<file path="config.mk">
export PLATFORM = sky130hd
export DESIGN_NAME = intr_source_ctrl
export DESIGN_NICKNAME = d
export VERILOG_FILES = /design/src/rtl/intr_pkg.sv /design/src/rtl/intr_source_ctrl_sync_edge_det.sv /design/src/rtl/intr_source_ctrl.sv
export SDC_FILE = /design/constraint.sdc
export NUM_CORES = 1
export LEC_CHECK = 0
export ABC_CLOCK_PERIOD_IN_PS = 2600
export CORE_MARGIN = 4
export CORE_UTILIZATION = 49
export DETAILED_ROUTE_END_ITERATION = 12
export PLACE_DENSITY = 0.72
export SETUP_SLACK_MARGIN = 0.3
export SLEW_MARGIN = 20
export SYNTH_ARGS = -nofsm -noshare
export SYNTH_HDL_FRONTEND = slang
export SYNTH_SLANG_ARGS = --single-unit
</file>
<file path="constraint.sdc">
create_clock -name clk -period 2.6 [get_ports clk]
set_input_delay 0.52 -clock clk [delete_from_list [all_inputs] [get_ports clk]]
set_output_delay 0.52 -clock clk [all_outputs]
set_load 0.01 [all_outputs]
</file>
<file path="src/rtl/intr_pkg.sv">
// Shared constants for the machine interrupt source: interrupt codes,
// register word offsets, CTRL/PEND bit positions and the arbitration rule.
package intr_pkg;

  localparam logic [3:0] INTR_NONE  = 4'd0;
  localparam logic [3:0] INTR_TIMER = 4'd1;
  localparam logic [3:0] INTR_EXT   = 4'd2;

  // Word index taken from addr[4:2]
  localparam logic [2:0] REG_MTIME_LO    = 3'd0;
  localparam logic [2:0] REG_MTIME_HI    = 3'd1;
  localparam logic [2:0] REG_MTIMECMP_LO = 3'd2;
  localparam logic [2:0] REG_MTIMECMP_HI = 3'd3;
  localparam logic [2:0] REG_CTRL        = 3'd4;
  localparam logic [2:0] REG_PEND        = 3'd5;

  localparam int CTRL_TEN = 0;
  localparam int CTRL_XEN = 1;
  localparam int CTRL_RUN = 2;

  localparam int PEND_TP = 0;
  localparam int PEND_XP = 1;

  // External interrupts outrank the timer.
  function automatic logic [3:0] arbitrate(input logic tp, input logic xp,
                                           input logic ten, input logic xen);
    if (xp && xen)      return INTR_EXT;
    else if (tp && ten) return INTR_TIMER;
    else                return INTR_NONE;
  endfunction

endpackage

</file>
<file path="src/rtl/intr_source_ctrl_sync_edge_det.sv">
// Multi-flop synchronizer for an asynchronous level, followed by a
// one-cycle rising-edge pulse on the synchronized signal.
module sync_edge_det #(
  parameter int SYNC_STAGES = 2
) (
  input  logic clk,
  input  logic rst,
  input  logic level,
  output logic rise
);

  logic [SYNC_STAGES-1:0] sync_q;
  logic                   prev_q;

  always_ff @(posedge clk) begin
    if (rst) begin
      sync_q <= '0;
      prev_q <= 1'b0;
    end else begin
      sync_q <= {sync_q[SYNC_STAGES-2:0], level};
      prev_q <= sync_q[SYNC_STAGES-1];
    end
  end

  assign rise = sync_q[SYNC_STAGES-1] & ~prev_q;

endmodule

</file>
<file path="src/rtl/intr_source_ctrl.sv">
// Machine interrupt source: memory-mapped 64-bit mtime/mtimecmp timer,
// synchronized external request, pending latches and a held interrupt code.
module intr_source_ctrl
  import intr_pkg::*;
#(
  parameter int PRESCALE    = 1,
  parameter int SYNC_STAGES = 2
) (
  input  logic        clk,
  input  logic        rst,
  input  logic [4:0]  addr,
  input  logic [31:0] wdata,
  input  logic        we,
  input  logic        re,
  output logic [31:0] rdata,
  input  logic        ext_irq,
  input  logic        intr_ack,
  output logic [3:0]  interrupt
);

  localparam int CW = (PRESCALE > 1) ? $clog2(PRESCALE) : 1;

  logic [63:0]   mtime_q, mtime_d;
  logic [63:0]   mtimecmp_q;
  logic [2:0]    ctrl_q, ctrl_d;
  logic [CW-1:0] pre_cnt_q;
  logic          tp_q, tp_d, xp_q, xp_d;
  logic          cmp, cmp_q;
  logic [3:0]    intr_q;
  logic          tick;
  logic          set_tp, set_xp, clr_tp, clr_xp;
  logic [2:0]    sel;
  logic          wr_mtime_lo, wr_mtime_hi, wr_cmp_lo, wr_cmp_hi, wr_ctrl, wr_pend;
  logic          unused_addr_bits;

  assign unused_addr_bits = ^addr[1:0];

  // Bus: a strobe is a single-cycle request that always completes; there is
  // no wait state. Reads are combinational, writes land on the next edge.
  assign sel         = addr[4:2];
  assign wr_mtime_lo = we && (sel == REG_MTIME_LO);
  assign wr_mtime_hi = we && (sel == REG_MTIME_HI);
  assign wr_cmp_lo   = we && (sel == REG_MTIMECMP_LO);
  assign wr_cmp_hi   = we && (sel == REG_MTIMECMP_HI);
  assign wr_ctrl     = we && (sel == REG_CTRL);
  assign wr_pend     = we && (sel == REG_PEND);

  assign tick = ctrl_q[CTRL_RUN] && (pre_cnt_q == CW'(PRESCALE - 1));

  // A bus write to one half wins over the increment; the other half holds.
  always_comb begin
    mtime_d = mtime_q;
    if (tick)        mtime_d = mtime_q + 64'd1;
    if (wr_mtime_lo) mtime_d = {mtime_q[63:32], wdata};
    if (wr_mtime_hi) mtime_d = {wdata, mtime_q[31:0]};
  end

  sync_edge_det #(.SYNC_STAGES(SYNC_STAGES)) u_ext_sync (
    .clk   (clk),
    .rst   (rst),
    .level (ext_irq),
    .rise  (set_xp)
  );

  assign cmp    = (mtime_q >= mtimecmp_q);
  assign set_tp = cmp & ~cmp_q;

  assign clr_tp = (wr_pend && wdata[PEND_TP]) || (intr_ack && (intr_q == INTR_TIMER));
  assign clr_xp = (wr_pend && wdata[PEND_XP]) || (intr_ack && (intr_q == INTR_EXT));

  // A new event in the same cycle as a clear keeps the bit set.
  assign tp_d   = set_tp | (tp_q & ~clr_tp);
  assign xp_d   = set_xp | (xp_q & ~clr_xp);
  assign ctrl_d = wr_ctrl ? wdata[2:0] : ctrl_q;

  // Arbitrate on already-latched pending bits (one cycle of latency for a new
  // event) but let clears and enable changes show on the very next edge.
  always_ff @(posedge clk) begin
    if (rst) begin
      mtime_q    <= '0;
      mtimecmp_q <= 64'hFFFF_FFFF_FFFF_FFFF;
      ctrl_q     <= '0;
      pre_cnt_q  <= '0;
      tp_q       <= 1'b0;
      xp_q       <= 1'b0;
      cmp_q      <= 1'b0;
      intr_q     <= INTR_NONE;
    end else begin
      mtime_q <= mtime_d;
      if (wr_cmp_lo) mtimecmp_q[31:0]  <= wdata;
      if (wr_cmp_hi) mtimecmp_q[63:32] <= wdata;
      ctrl_q <= ctrl_d;
      if (ctrl_q[CTRL_RUN]) pre_cnt_q <= tick ? '0 : pre_cnt_q + CW'(1);
      tp_q   <= tp_d;
      xp_q   <= xp_d;
      cmp_q  <= cmp;
      intr_q <= arbitrate(tp_q & tp_d, xp_q & xp_d, ctrl_d[CTRL_TEN], ctrl_d[CTRL_XEN]);
    end
  end

  always_comb begin
    rdata = '0;
    if (re) begin
      case (sel)
        REG_MTIME_LO:    rdata = mtime_q[31:0];
        REG_MTIME_HI:    rdata = mtime_q[63:32];
        REG_MTIMECMP_LO: rdata = mtimecmp_q[31:0];
        REG_MTIMECMP_HI: rdata = mtimecmp_q[63:32];
        REG_CTRL:        rdata = {29'd0, ctrl_q};
        REG_PEND:        rdata = {30'd0, xp_q, tp_q};
        default:         rdata = '0;
      endcase
    end
  end

  assign interrupt = intr_q;

endmodule

</file>
==> impl_results.md, run 1 <==
- Outcome: complete, no violations
- # nets final: 1415
- Most used DFF post-synth: dfxtp_1
- Post-synthesis cell type count: 66
- Share of cells above drive strength 1: 0.243
- Clk_lat worst skew: 430 ps
- FF-to-FF End: cmp_q$_SDFF_PP0_
- YS warnings: 0
- Actual slew at the worst max-slew pin: between 500 and 600 ps
- Critical-path cell list: inv_1 -> ha_1 -> nand2b_4 -> a2111o_1 -> a311oi_2 -> a311oi_2 -> buf_4 -> o31ai_2 -> a21oi_1
- EDFF count, synth: 0
- Cell Int Power: 4.33 mW
- Post-Syn Area: 9020 um^2
- RSZ-0062 raised after global routing: yes
- Maxcap violations: 0
- Slew Viols, Final: 0
- Power consumption: just under 6 mW
- Final number of setup-violating endpoints: 0
- Row Count: 49
- Register area share after synthesis: 0.311
- Die height: 144 um
- Port bufs: 74
- Clock sink count: 140
- Post-Route Skew: between 8 and 9 ps
- Vias per inst: roughly 6.4
- Tcrit/Tclk final: 0.893
- Worst hold path class: register to register
- DRT Wirelength: 31.9 mm
- Global-route wire length before repair: 48.5 mm
- Crit path from: mtime_q[0]$_SDFFE_PP0P_
- Grt total ovfl: 0
- Drt pass-1 iters: 6
- CORE AREA: around 18000 um^2
- CP Class: register to register
- Sw Share: 0.258
- Worst-path clk slew: 60 ps
- H-tree Lvls: 4
- Syn Area/Cell: 7.77 um^2
- Average wire per standard cell: 20.6 um
- Cell mode on critical path: a311oi_2
- Initial core utilization: 0.500
- CP Max Fanout: 4
- Startpoint Class: register
- CP arrival: 2620 ps
- I/O pin count: 79
- Synthesis-to-finish area growth: 31.8%
- Logic pwr share: 0.136
- 1st-iter DRT viols: 960
- CTS max path bufs: 2
- N_diodes: 0
- CTS tree: built
- CP peak stage delay: roughly 420 ps
- Via count: 9843
- Die area: 20600 um^2
- Worst r2r src: mtime_q[0]$_SDFFE_PP0P_
- Hold-fix buffers, CTS: 0
- CTS root buf: clkbuf_16
- Largest net degree at the start of global routing: 53
- Rel. slew slack: 0.613
- Crit path capture type: register
- DRC Markers: 0
- Final Hold Viols: 0
- ANT nets after route: 0
- Reg2Reg Depth: 9
- Tmin final: 2320 ps
- Worst setup path endpoint: cmp_q$_SDFF_PP0_
- Die Wd: 144 um
- RD Place Congestion: between 1 and 1.5
- Sequential Power Share: 0.397
- Peak supply drop: 571 uV
- Pwr Density: 491 nW/um^2
- Final std cells w/o fill: 1549
- Leakage dissipation: between 5 and 6 nW
- CP max stage cell: a2111o_1
- DP Wirelength: 21.0 mm
- Initial antenna violation count: 0
- Clk network pwr share: 0.467
- Total global-route track usage: 0.295
- Vias in the first global route: 9183
- Cells after synthesis: 1161
- DP Cell Count: about 1500
- Ys async rst share: 0
- Total net switching power: 1.50 mW
- FMAX: 431 MHz
- Fillers: 1529
- Worst reg-to-reg setup slack: 280 ps
- CTS buffer count: 17
- Crit path required time: 2900 ps
- Synthesized flop and latch total: 140
## cell usage after synthesis (4+ instances only)
cell type,count,share of area
inv_1,72,0.030
nand3_1,33,0.018
buf_6,4,0.0050
clkbuf_1,60,0.025
a22oi_1,71,0.059
a211oi_1,25,0.021
a31oi_1,19,0.013
mux2i_1,7,0.0078
nor2_1,97,0.040
nor4_1,15,0.010
nor2b_1,8,0.0055
o311ai_0,6,0.0058
or3_1,13,0.0090
nand2_1,143,0.060
nand3b_1,36,0.030
nor3_1,20,0.011
o211ai_1,12,0.010
and2_1,8,0.0055
a211o_1,33,0.032
xnor2_1,15,0.015
nand2b_1,8,0.0055
xor2_1,8,0.0078
dfxtp_1,140,0.31
o22ai_1,6,0.0042
or4_1,11,0.0092
a21oi_1,75,0.042
ha_1,65,0.090
o21ai_0,23,0.013
and3_1,20,0.014
buf_1,8,0.0033
a311oi_1,8,0.0078
nand4_1,26,0.018
and4_1,14,0.014
## sequential cells by signal, indices dropped and copies added (netlist names)
signal             flops
cmp_q                  1
tp_q                   1
mtime_q               64
u_ext_sync.prev_q      1
pre_cnt_q              1
mtimecmp_q            64
xp_q                   1
ctrl_q                 3
interrupt              2
u_ext_sync.sync_q      2
## kinds of logic after synthesis
family / share of synthesized area
compound gates: 0.229
xor+xnor: 0.0223
fa+ha+maj: 0.0902
buf+inv: 0.0696
flops: 0.311
mux: 0.0103
other cells: 0.000416
simple gates: 0.267
## power by group through the flow
stage               registers [mW]  clock network, mW  logic [mW]
global route                  2.33               2.85       0.855
floorplan                     2.34                  0       0.384
global placement              2.35                  0       0.692
finish                        2.32               2.73       0.792
detailed placement            2.36                  0       0.705
CTS                           2.31               2.73       0.723
## through the flow
stage | setup slack, ps | util | TNS [ps] | cell area, um^2 | hold WS [ps]
detailed placement | -415 | 0.590 | -26020 | 10600 | 427
floorplan | 303 | - | 0 | 9040 | 414
CTS | 251 | 0.633 | 0 | 11400 | 440
global placement | -398 | 0.590 | -24350 | 10600 | 419
finish | 278 | 0.660 | 0 | 11900 | 434
global route | 206 | 0.660 | 0 | 11900 | 463
## cell type report
| type | instances | area [um^2] | share of cell area |
|---|---|---|---|
| Multi-Input combinational cell | 870 | 6030 | 0.507 |
| Sequential cell | 140 | 2850 | 0.239 |
| Clock buffer | 20 | 457 | 0.0384 |
| Timing Repair Buffer | 206 | 1810 | 0.152 |
| Inverter | 72 | 275 | 0.0231 |
| Tap cell | 229 | 287 | 0.0241 |
| Clock inverter | 12 | 193 | 0.0162 |
## repair_timing
action	4_1_cts	5_1_grt
resized for setup	186	100
gates cloned	3	3
setup endpoints to repair	87	57
buffers inserted	9	10
pin swaps	30	53
## layer usage
metal,GRT usage,part of all wire
met4,0.108,0.039
met5,0,0
met2,0.478,0.46
met3,0.0705,0.091
met1,0.385,0.41
## worst max-delay path: cells and delay by family (launching register included)
family                   cells  cell delay [ps]
AO/OA/AOI/OAI                5             1190
adder cells (fa/ha/maj)      1              280
buffers and inverters        2              230
flip-flops                   1              370
AND/OR/NAND/NOR              1              130
## worst min path at each step
stage / startpoint / end / slack, ps / depth (start not counted)
after floorplan: u_ext_sync.sync_q[0]$_SDFF_PP0_ / u_ext_sync.sync_q[1]$_SDFF_PP0_ / 410 / 1
after global placement: u_ext_sync.sync_q[0]$_SDFF_PP0_ / u_ext_sync.sync_q[1]$_SDFF_PP0_ / 420 / 1
after detailed placement: u_ext_sync.sync_q[0]$_SDFF_PP0_ / u_ext_sync.sync_q[1]$_SDFF_PP0_ / 430 / 1
after CTS: u_ext_sync.sync_q[0]$_SDFF_PP0_ / u_ext_sync.sync_q[1]$_SDFF_PP0_ / 440 / 1
after global routing: u_ext_sync.sync_q[0]$_SDFF_PP0_ / u_ext_sync.sync_q[1]$_SDFF_PP0_ / 460 / 1
final: u_ext_sync.sync_q[0]$_SDFF_PP0_ / u_ext_sync.sync_q[1]$_SDFF_PP0_ / 430 / 1
## placed cells by master (no fill, tap or decap), types with 18 or more instances in the layout
master / synthesis / layout
inv_1: 72 / 66
a22oi_2: 0 / 21
a31oi_1: 19 / 19
a211oi_1: 25 / 25
nand3_1: 33 / 30
nand4_1: 26 / 26
nand3b_1: 36 / 36
buf_2: 3 / 31
ha_1: 65 / 59
clkdlybuf4s50_1: 0 / 37
and3_1: 20 / 20
nor2_1: 97 / 91
nand2_1: 143 / 141
a21oi_1: 75 / 61
dfxtp_2: 0 / 21
a211o_1: 33 / 33
a22oi_1: 71 / 50
buf_4: 2 / 102
o21ai_0: 23 / 22
dfxtp_1: 140 / 114
clkbuf_16: 0 / 18
Note: power is estimated with default switching activity, not from simulation.
==> inputs of run 2 (changes only) <==
--- a/config.mk
+++ b/config.mk
@@ -7,9 +7,9 @@
 export LEC_CHECK = 0
 export ABC_CLOCK_PERIOD_IN_PS = 2600
 export CORE_MARGIN = 4
-export CORE_UTILIZATION = 49
+export CORE_UTILIZATION = 53
 export DETAILED_ROUTE_END_ITERATION = 12
-export PLACE_DENSITY = 0.72
+export PLACE_DENSITY = 0.77
 export SETUP_SLACK_MARGIN = 0.3
 export SLEW_MARGIN = 20
 export SYNTH_ARGS = -nofsm -noshare
==> impl_results.md, run 2 (synthesized netlist as in run 1, its figures left out) <==
- Worst-path clk slew: 60 ps (about the same)
- Actual slew at the worst max-slew pin: 665 ps (+85.0 ps)
- CP Class: register to register
- Drt pass-1 iters: 6 (unchanged)
- RSZ-0062 raised after global routing: yes
- CTS root buf: clkbuf_16
- DRC Markers: 0 (unchanged)
- N_diodes: 0 (unchanged)
- Peak supply drop: 463 uV (-19%)
- Grt total ovfl: 0 (unchanged)
- Fin Setup TNS: 0 ps (unchanged)
- Met3 wire len: 3.27 mm (+13%)
- Die height: 138 um (-3.6%)
- Global-route wire length before repair: 50.3 mm (+3.8%)
- Met2 WL post-DR: 15.3 mm (+4.3%)
- Initial antenna violation count: 0 (unchanged)
- CORE AREA: 16600 um^2 (-7.7%)
- Crit path required time: 2910 ps (about the same)
- Die Wd: 138 um (-3.6%)
- Tmin final: 2390 ps (+63.3 ps)
- Leakage dissipation: 5.17 nW (+0.52%)
- DRT Wirelength: 33.1 mm (+3.7%)
- Total global-route track usage: 0.320 (+0.0244)
- RD Place Congestion: 0.965 (-3.6%)
- Clk_lat worst skew: 430 ps (about the same)
- Slew Viols, Final: 0 (unchanged)
- CP arrival: 2690 ps (+70 ps)
- Final Hold Viols: 0 (unchanged)
- Clock sink count: 140 (unchanged)
- Vias per inst: 6.54 (+3.0%)
- Maxcap violations: 0 (unchanged)
- CTS tree: built
- Startpoint Class: register
- Via count: 10056 (+2.2%)
- Place WS: -480 ps (-65.0 ps)
- Top flop regs: mtime_q: 64 flops, mtimecmp_q: 64 flops, ctrl_q: 3 flops
- Crit path capture type: register
- Worst setup margin: 214 ps (-63.3 ps)
- Vias in the first global route: 9483 (+3.3%)
- Share of cells above drive strength 1: 0.254 (+0.0104)
- H-tree Lvls: 4 (unchanged)
- FMAX: 419 MHz (-2.7%)
- # nets final: 1413 (-0.14%)
- Rel. slew slack: 0.557 (-0.0567)
- CTS buffer count: 17 (unchanged)
- Commonest non-fill, non-tap cell in the layout: nand2_1
- Final number of setup-violating endpoints: 0 (unchanged)
- CTS max path bufs: 2 (unchanged)
- Port bufs: 74 (unchanged)
- Tcrit/Tclk final: 0.918 (+0.0243)
- Hold_ws: 439 ps (+4.78 ps)
- Initial core utilization: 0.542 (+0.0416)
- Row Count: 47 (-4.1%)
- Top sig layer: met4
- Post-Route M1 WL: 12.8 mm (-2.3%)
- DP Wirelength: 21.4 mm (+1.9%)
- Average wire per standard cell: 21.6 um (+4.5%)
- Die area: 19200 um^2 (-7.1%)
- Power consumption: 5.91 mW (+1.3%)
- Outcome: complete, no violations
- Worst hold path class: register to register
- Largest net degree at the start of global routing: 57 (+7.5%)
- Synthesis-to-finish area growth: 32.5%
- Post-Route Skew: 9.52 ps (+0.829 ps)
- CP Max Fanout: 6 (+2)
- Most frequent cells in the layout: nand2_1 (142), dfxtp_1 (111), buf_4 (105)
- 1st-iter DRT viols: 1094 (+14%)
- Pwr Density: 495 nW/um^2 (+0.79%)
- I/O pin count: 79 (unchanged)
- ANT nets after route: 0 (unchanged)
==> run 2: cell count changes in the layout (fill, tap and decap cells not counted), sizes merged <==
| cell | before | now |
|---|---|---|
| clkbuf | 24 | 21 |
| buf | 164 | 162 |
| clkdlybuf4s15 | 0 | 2 |
| clkinv | 7 | 5 |
| bufinv | 5 | 6 |
| clkinvlp | 0 | 1 |
==> run 2: final cells by class <==
cell class | instances | area (um^2)
timing repair buffer | 204 | 1780
tap | 220 | 275
clock buffer | 19 | 433
inverter | 72 | 270
fill | 1223 | 4690
multi-input combinational | 870 | 6100
sequential | 140 | 2870
clock inverter | 12 | 220
==> run 2: per-layer routing <==
layer  vias up  global-route usage
li1       4547                   -
met4         0               0.155
met3       147              0.0784
met5         -                   0
met2       638               0.512
met1      4724               0.405
==> run 2: path summary, 6_finish.rpt <==
kind                                     end                            start  slack [ps]  cells past startpoint
min          u_ext_sync.sync_q[1]$_SDFF_PP0_  u_ext_sync.sync_q[0]$_SDFF_PP0_         440                      1
min reg2reg  u_ext_sync.sync_q[1]$_SDFF_PP0_  u_ext_sync.sync_q[0]$_SDFF_PP0_         440                      1
max reg2reg          interrupt[0]$_SDFF_PP0_          mtime_q[2]$_SDFFE_PP0P_         210                      9
max                  interrupt[0]$_SDFF_PP0_          mtime_q[2]$_SDFFE_PP0P_         210                      9
==> run 2: what timing repair did <==
item / CTS / global route
pin swaps: 36 / 57
hold buffers: 0 / 0
resized for setup: 204 / 109
endpoints found under the setup margin: 65 / 63
setup buffers: 12 / 6
cloned: 4 / 2
==> run 2: report_power, final <==
group | total [mW] | switching, mW | internal (mW)
Sequential | 2.32 | 0.0932 | 2.22
Clock | 2.80 | 1.00 | 1.79
Combinational | 0.802 | 0.445 | 0.357
==> run 2: metrics by stage <==
| step | util | cells | area, um^2 |
|---|---|---|---|
| after floorplan | - | 1162 | 9040 |
| after global placement | 0.636 | 1482 | 10600 |
| after detailed placement | 0.636 | 1482 | 10600 |
| after CTS | 0.691 | 1529 | 11500 |
| after global routing | 0.718 | 1537 | 12000 |
| final | 0.718 | 1537 | 12000 |
==> run 2: worst max-delay path, stage by stage (launching register included) <==
cell	delay, ps
dfxtp_1	330
buf_4	160
ha_1	310
o21ai_0	250
nand2b_1	160
a311oi_2	320
a311oi_2	140
buf_4	180
nor4_4	310
nor3_1	100
